===== src/rtl/alu_op_sequencer_pkg.sv =====
// alu_op_sequencer_pkg: shared widths, FSM and carry-select encodings, op_word fields and ALU mode codes
package alu_op_sequencer_pkg;
  localparam int N = 16;
  localparam int M = 4;
  localparam int CNT_W = 4;
  typedef enum logic [1:0] {IDLE = 2'd0, ISSUE = 2'd1, WAIT = 2'd2, RESP = 2'd3} state_e;
  typedef enum logic [1:0] {CIN_ZERO = 2'd0, CIN_ONE = 2'd1, CIN_FLAG = 2'd2, CIN_RSV = 2'd3} cin_sel_e;
  localparam int OP_MODE_LSB = 8;
  localparam int OP_RD_LSB = 6;
  localparam int OP_RA_LSB = 4;
  localparam int OP_RB_LSB = 2;
  localparam int OP_CIN_LSB = 0;
  localparam logic [3:0] MODE_AND = 4'd0;
  localparam logic [3:0] MODE_OR = 4'd1;
  localparam logic [3:0] MODE_XOR = 4'd2;
  localparam logic [3:0] MODE_NOTA = 4'd3;
  localparam logic [3:0] MODE_ADD = 4'd4;
  localparam logic [3:0] MODE_SUB = 4'd5;
  localparam logic [3:0] MODE_INC = 4'd6;
  localparam logic [3:0] MODE_DEC = 4'd7;
  localparam logic [3:0] MODE_SHL = 4'd8;
  localparam logic [3:0] MODE_SHR = 4'd9;
  localparam logic [3:0] MODE_ROL = 4'd10;
  localparam logic [3:0] MODE_ROR = 4'd11;
  localparam logic [3:0] MODE_NAND = 4'd12;
  localparam logic [3:0] MODE_PASSA = 4'd13;
  localparam logic [3:0] MODE_PASSB = 4'd14;
  localparam logic [3:0] MODE_ZERO = 4'd15;
endpackage


===== src/rtl/alu_op_regfile.sv =====
// alu_op_regfile: 4 x N register file, one write port, two asynchronous read ports
module alu_op_regfile #(
  parameter int N = 16
) (
  input  logic         clk,
  input  logic         rst_n,
  input  logic         we,
  input  logic [1:0]   waddr,
  input  logic [N-1:0] wdata,
  input  logic [1:0]   raddr_a,
  output logic [N-1:0] rdata_a,
  input  logic [1:0]   raddr_b,
  output logic [N-1:0] rdata_b
);
  logic [N-1:0] mem_q [4];
  logic [N-1:0] mem_d [4];
  always_comb begin
    mem_d = mem_q;
    if (we) mem_d[waddr] = wdata;
  end
  always_ff @(posedge clk or negedge rst_n)
    if (!rst_n) mem_q <= '{default: '0};
    else mem_q <= mem_d;
  assign rdata_a = mem_q[raddr_a];
  assign rdata_b = mem_q[raddr_b];
endmodule


===== src/rtl/alu_op_sequencer.sv =====
// alu_op_sequencer: handshaked, clocked front end that issues op words to a combinational ALU and writes results back
module alu_op_sequencer #(
  parameter int N = alu_op_sequencer_pkg::N,
  parameter int M = alu_op_sequencer_pkg::M,
  parameter int ALU_LAT = 1
) (
  input  logic         clk,
  input  logic         rst_n,
  input  logic         ld_valid,
  output logic         ld_ready,
  input  logic [1:0]   ld_addr,
  input  logic [N-1:0] ld_data,
  input  logic         op_valid,
  output logic         op_ready,
  input  logic [11:0]  op_word,
  output logic [N-1:0] alu_a,
  output logic [N-1:0] alu_b,
  output logic         alu_cin,
  output logic [M-1:0] alu_mode,
  input  logic [N-1:0] alu_y,
  input  logic         alu_cout,
  input  logic         alu_ovf,
  output logic         res_valid,
  input  logic         res_ready,
  output logic [N-1:0] res_data,
  output logic [1:0]   res_rd,
  output logic         res_cout,
  output logic         res_ovf,
  output logic         flag_c,
  output logic         flag_v
);
  import alu_op_sequencer_pkg::*;
  state_e state_q, state_d;
  logic [11:0] op_q, op_d;
  logic [CNT_W-1:0] cnt_q, cnt_d;
  logic [N-1:0] alu_a_q, alu_a_d, alu_b_q, alu_b_d, res_data_q, res_data_d;
  logic [M-1:0] alu_mode_q, alu_mode_d;
  logic alu_cin_q, alu_cin_d, res_valid_q, res_valid_d, res_cout_q, res_cout_d;
  logic res_ovf_q, res_ovf_d, flag_c_q, flag_c_d, flag_v_q, flag_v_d;
  logic [1:0] res_rd_q, res_rd_d, cin_sel;
  logic rf_we;
  logic [1:0] rf_waddr;
  logic [N-1:0] rf_wdata, rf_a, rf_b;
  assign cin_sel = op_q[OP_CIN_LSB +: 2];
  assign ld_ready = state_q == IDLE;
  assign op_ready = state_q == IDLE && !ld_valid;
  alu_op_regfile #(.N(N)) u_rf (
    .clk(clk), .rst_n(rst_n), .we(rf_we), .waddr(rf_waddr), .wdata(rf_wdata),
    .raddr_a(op_q[OP_RA_LSB +: 2]), .rdata_a(rf_a),
    .raddr_b(op_q[OP_RB_LSB +: 2]), .rdata_b(rf_b)
  );
  always_comb begin
    state_d = state_q;
    op_d = op_q;
    cnt_d = cnt_q;
    alu_a_d = alu_a_q;
    alu_b_d = alu_b_q;
    alu_cin_d = alu_cin_q;
    alu_mode_d = alu_mode_q;
    res_valid_d = res_valid_q;
    res_data_d = res_data_q;
    res_rd_d = res_rd_q;
    res_cout_d = res_cout_q;
    res_ovf_d = res_ovf_q;
    flag_c_d = flag_c_q;
    flag_v_d = flag_v_q;
    rf_we = 1'b0;
    rf_waddr = ld_addr;
    rf_wdata = ld_data;
    unique case (state_q)
      IDLE: begin
        rf_we = ld_valid;
        op_d = op_ready && op_valid ? op_word : op_q;
        state_d = op_ready && op_valid ? ISSUE : IDLE;
      end
      ISSUE: begin
        alu_a_d = rf_a;
        alu_b_d = rf_b;
        alu_mode_d = op_q[OP_MODE_LSB +: M];
        alu_cin_d = cin_sel == CIN_ONE ? 1'b1 : cin_sel == CIN_FLAG ? flag_c_q : 1'b0;
        cnt_d = CNT_W'(ALU_LAT - 1);
        state_d = WAIT;
      end
      WAIT: begin
        cnt_d = cnt_q == '0 ? '0 : cnt_q - 1'b1;
        if (cnt_q == '0) begin
          res_data_d = alu_y;
          res_rd_d = op_q[OP_RD_LSB +: 2];
          res_cout_d = alu_cout;
          res_ovf_d = alu_ovf;
          res_valid_d = 1'b1;
          flag_c_d = alu_cout;
          flag_v_d = alu_ovf;
          rf_we = 1'b1;
          rf_waddr = op_q[OP_RD_LSB +: 2];
          rf_wdata = alu_y;
          state_d = RESP;
        end
      end
      RESP: begin
        res_valid_d = !res_ready;
        state_d = res_ready ? IDLE : RESP;
      end
    endcase
  end
  always_ff @(posedge clk or negedge rst_n)
    if (!rst_n) begin
      state_q <= IDLE;
      op_q <= '0;
      cnt_q <= '0;
      alu_a_q <= '0;
      alu_b_q <= '0;
      alu_cin_q <= 1'b0;
      alu_mode_q <= '0;
      res_valid_q <= 1'b0;
      res_data_q <= '0;
      res_rd_q <= '0;
      res_cout_q <= 1'b0;
      res_ovf_q <= 1'b0;
      flag_c_q <= 1'b0;
      flag_v_q <= 1'b0;
    end else begin
      state_q <= state_d;
      op_q <= op_d;
      cnt_q <= cnt_d;
      alu_a_q <= alu_a_d;
      alu_b_q <= alu_b_d;
      alu_cin_q <= alu_cin_d;
      alu_mode_q <= alu_mode_d;
      res_valid_q <= res_valid_d;
      res_data_q <= res_data_d;
      res_rd_q <= res_rd_d;
      res_cout_q <= res_cout_d;
      res_ovf_q <= res_ovf_d;
      flag_c_q <= flag_c_d;
      flag_v_q <= flag_v_d;
    end
  assign alu_a = alu_a_q;
  assign alu_b = alu_b_q;
  assign alu_cin = alu_cin_q;
  assign alu_mode = alu_mode_q;
  assign res_valid = res_valid_q;
  assign res_data = res_data_q;
  assign res_rd = res_rd_q;
  assign res_cout = res_cout_q;
  assign res_ovf = res_ovf_q;
  assign flag_c = flag_c_q;
  assign flag_v = flag_v_q;
endmodule

===== config.mk =====
export PLATFORM = sky130hd
export DESIGN_NAME = alu_op_sequencer
export DESIGN_NICKNAME = d
export VERILOG_FILES = /design/src/rtl/alu_op_sequencer_pkg.sv /design/src/rtl/alu_op_regfile.sv /design/src/rtl/alu_op_sequencer.sv
export SDC_FILE = /design/constraint.sdc
export NUM_CORES = 1
export LEC_CHECK = 0
export CORE_MARGIN = 2
export CORE_UTILIZATION = 30
export DETAILED_ROUTE_END_ITERATION = 6
export DONT_BUFFER_PORTS = 1
export SLEW_MARGIN = 25
export SYNTH_ARGS = -nofsm -noshare
export SYNTH_HDL_FRONTEND = slang
export SYNTH_SLANG_ARGS = --single-unit

===== constraint.sdc =====
create_clock -name clk -period 2.24 [get_ports clk]
set_clock_uncertainty 0.15 [all_clocks]
set_input_delay 0.448 -clock clk [delete_from_list [all_inputs] [get_ports clk]]
set_output_delay 0.448 -clock clk [all_outputs]
set_load 0.05 [all_outputs]

After elaboration in Yosys (flattened, before gate mapping):

Cells that the tools add are included.

* bits in registers: 140
* input bits: 53
* logic and storage cells: 67

* add/sub/neg operators: 1
* magnitude comparators: 4
* equality and inequality tests: 6
* mux-type cells: 25
* bitwise logic cells: 3
* reduce and logical (&&, ||, !) cells: 12

Operators by type and width (number)
* $mux W16: 7
* $bmux W16 S2: 2
* $bwmux W64: 1
* $demux W16 S2: 1
* $ge A3 B3 Y1 const B: 3
* $not A2 Y3: 3
* $mux W2: 4
* $pmux W2 S4: 1
* $pmux W4 S2: 1
* $eq A2 B2 Y1 const B: 3
* $reduce_and A2 Y1: 3
* $mux W1: 5
* $eq A2 B1 Y1 const B: 2
* $logic_not A4 Y1: 1
* $mux W4: 1
* $pmux W1 S2: 2
* $reduce_bool A2 Y1: 2
* $sub A4 B1 Y4 const B: 1
* $logic_and A1 B1 Y1: 3
* $lt A3 B1 Y1 const B: 1
* $logic_not A1 Y1: 2
* $logic_not A2 Y1: 1
* $ne A2 B2 Y1 const B: 1

Depth between registers and ports, before layout:

* depth in word-level cells: 9
* depth in mapped cells: 8
* gate-level depth less buffers: 5

By module:

A second synthesis with hierarchy kept.

* cells, all modules: 395
* area, all modules: 6603.8 µm²

By module, submodules not included
* alu_op_sequencer: instances 1, cells an instance 219, area an instance 3429.5 µm²
* alu_op_regfile: instances 1, cells an instance 176, area an instance 3174.3 µm²

Worst setup path after synthesis:

OpenSTA, ideal clock, no wires.

* kind: register to register
* start: register state_q[1]
* end: register op_q[10]
* setup time: 0.125 ns
* arrival time: 2.611 ns
* required time: 1.965 ns
* setup slack: -0.646 ns
* cell stages (with the launch flop): 7
* clock period less this slack: 2.886 ns
* path through: dfrtp_1 -> inv_1 -> ha_1 -> nor2b_1 -> nand2_1 -> buf_2 -> mux2_2

* cells in the longest elaborated chain, start to end: 4

RTL lines
* start, declared: RTL line alu_op_sequencer.sv:33 `state_e state_q, state_d;`
* start signal, assigned: RTL line alu_op_sequencer.sv:123 `state_q <= state_d;`
* $logic_not A2 Y1
* net ld_ready: RTL line alu_op_sequencer.sv:10 `output logic ld_ready,`
* $logic_and A1 B1 Y1: RTL line alu_op_sequencer.sv:46 `assign op_ready = state_q == IDLE && !ld_valid;`
* net op_ready: RTL line alu_op_sequencer.sv:14 `output logic op_ready,`
* $logic_and A1 B1 Y1: RTL line alu_op_sequencer.sv:73 `op_d = op_ready && op_valid ? op_word : op_q;`
* $reduce_and A2 Y1 (no line)
* end signal, assigned: RTL line alu_op_sequencer.sv:124 `op_q <= op_d;`
* end, declared: RTL line alu_op_sequencer.sv:34 `logic [11:0] op_q, op_d;`

The timed path passes the listed nets, and every way through them passes these cells.
A chain may end at the register's enable or synchronous reset.

Worst setup path in the final report:

* start: register state_q[1]
* end: output port op_ready

* cells in the longest elaborated chain, start to end: 2

RTL lines (RTL line)
* $logic_not A2 Y1: alu_op_sequencer.sv:46
* $logic_and A1 B1 Y1: alu_op_sequencer.sv:46
* end, declared: alu_op_sequencer.sv:14

Every way passes these cells.

==> results.yml <==
run_status:
  status: "complete, but fails checks"
  violations: "negative hold slack"
setup_path:
  r2r_cells: 7
  worstPathMaxFanout: 6
  reg2reg_setup_slack_ns: 0.11
  endpoint_kind: "output pin"
  path_class: "reg -> out"
  critPathLaunchType: "flip-flop"
  critPathArrivalTime_ns: 1.59
  worstPathRequired_ns: 1.64
cells_and_area:
  layout_commonest_cell: "dfrtp_1"
  syn_to_final_growth_pct: 16.7
  diodes: 0
  fin_nets: 587
  num-fill-cells: 2132
  final_cell_mix: "dfrtp_1 (140), or3_1 (64), nand2_1 (62)"
  drive_above_1_share: 0.277
  finish.utilization: 0.355
timing:
  fin_tns_setup_ns: 0
  fin_crit_ns: 2.19
  whs_ns: -0.434
  fmax_mhz: 456
  worst_slew_pin_slew_ns: 0.927
  setup_viol: 0
  maxSlewHeadroom: 0.382
  finalMaxSlewViolations: 0
  rsz0062_at_grt: "yes"
  hold_viol_final: 140
  post-route-period-util: 0.978
placement:
  gp_congestion: 0.800
  port_buffers: 0
  dp_hpwl_mm: 12.7
synth:
  netlist_top_cells_area: "dfrtp_1 (51%), mux4_2 (11%), o221a_1 (9.7%)"
  synth.distinct_cells: 42
  synth.net_count: 569
  postSynthCellCount: 510
  synth_area_sq_mm: 0.00686
  yosys.area.top_type: "dfrtp_1"
  postSynth.asyncResetShare: 1.00
  synth_area_per_cell_sq_um: 13.5
  ys.flop_type: "dfrtp_1"
  yosys_register_bits: 140
  yosysTopAreaCellShare: 0.510
  ys_warn_count: 0
  synth-seq-area-share: 0.510
  synth-edff-count: 0
min_path:
  min_path_type: "in -> async"
pwr:
  peakVddDrop_mv: 0.513
  seqPwrFrac: 0.462
  power.share.clock: 0.201
  p_switching_uw: 6040
  switching_share: 0.428
  power_uw: 14100
  power.density_mw_per_mm2: 1760
  leakage_uw: 0.00303
  combPwrFrac: 0.337
  intPower_uw: 8070
cts:
  clkLatencyLatePin_ns: 0.43
  root_buffer: "clkbuf_16"
  tritoncts: "done"
  clkSlewWorstSetupHoldPaths_ns: 0.06
  cts_max_level: 4
  cts_buffers: 17
  clock_sinks: 140
  cts_buffer_depth: 2
  post_cts_buffers: 0
  cts_hold_buf: 18
global_routing:
  grt_start_max_net_pins: 141
  grt_pass1_vias: 5017
  grt_pass1_wl_mm: 30.1
  grt-ovfl-total: 0
  grt_use_total: 0.167
  antenna_found_initial: 0
detailed_routing:
  routedWlPerCell_um: 23.9
  wl_mm: 19.7
  vias_per_cell: 5.57
  firstDrtPassIters: 5
  drc: 0
  dr_total_vias: 4603
  drtAntennaViolNets: 0
  drt_iter0_drc: 399
floorplan:
  rows: 55
  fp.dieH_um: 155
  die_x_um: 155
  core_area_sq_mm: 0.0226
  start_util: 0.304
  pin_count: 115
  dieArea_sq_mm: 0.0241
job:
  maxCapViolations: 0
logic make-up after synthesis:
kind of cell	Yosys count	synth area share
adders and majority gates	6	0.0109
buffers and inverters	51	0.0405
and+or+nand+nor	151	0.121
AOI/OAI and AO/OA	76	0.117
DFF	140	0.510
muxes	86	0.200
flip-flops by register name (all words and copies together), names as in the netlist, 2 cells and up:
signal and cells:
res_data 16, alu_a 16, state_q 2, cnt_q 4
alu_mode 4, op_q 12, u_rf.mem_q 64, alu_b 16
res_rd 2
per-layer routing:
layer,track usage,vias to the layer above,part of all wire
met5,0,-,0
met1,0.204,2360,0.41
met3,0.0691,40,0.096
li1,-,1995,-
met2,0.264,208,0.47
met4,0.0686,0,0.024
power groups by stage:
stage	registers (uW)	logic [uW]	clock network, uW
after floorplan	6190	3720	0
after global placement	6490	4620	0
after detailed placement	6570	4750	0
after CTS	6530	4800	2880
after global routing	6690	5130	2990
final	6520	4760	2830
path summary, 6_finish.rpt:
kind / startpoint / to
worst max-delay path: state_q[1] / op_ready
worst min-delay path: rst_n / alu_mode[2]
worst max register to register: cnt_q[0] / u_rf.mem_q[9]
worst min register to register: op_q[10] / op_q[10]
max in group asynchronous: rst_n / u_rf.mem_q[56]
min in group clk: op_word[1] / op_q[1]
stage by stage:
step	hold WS, ns	cells	area [sq um]	setup slack, ns
after floorplan	0.00241	510	6870	0.0440
after global placement	0.00587	776	7240	0.160
after detailed placement	0.00589	776	7240	0.0725
after CTS	-0.455	826	8010	0.0368
after global routing	-0.454	826	8010	-0.0542
final	-0.434	826	8010	0.0484
synthesized netlist by cell type, drive strengths merged (3+ instances only):
cell type and count:
clkbuf 15, inv 7, or3 64, mux2i 5
nand2 63, nand2b 7, mux4 32, dfrtp 140
mux2 49, buf 29, o221a 64, ha 6
a21oi 3
repair_timing:
action | in CTS | in global routing
endpoints found under the hold margin | 158 | 140
setup endpoints to repair | 0 | 17
gates resized for setup | 0 | 1
final cells by class:
class / count / area [sq um] / share of cell area
flip-flops and latches: 140 / 3500 / 0.437
multi-input cells: 319 / 3090 / 0.386
clock buffers: 26 / 499 / 0.0623
repair buffers: 43 / 447 / 0.0558
well taps: 285 / 357 / 0.0445
clock inverters: 6 / 83.8 / 0.0105
inverters: 7 / 26.3 / 0.00328
worst max-delay path, cell delays in order (launching register included):
cell and delay, ns:
dfrtp_1 0.41, inv_1 0.13, ha_2 0.27, nor2b_4 0.17, buf_4 0.20
No activity file was read; power rests on OpenSTA's default activity.
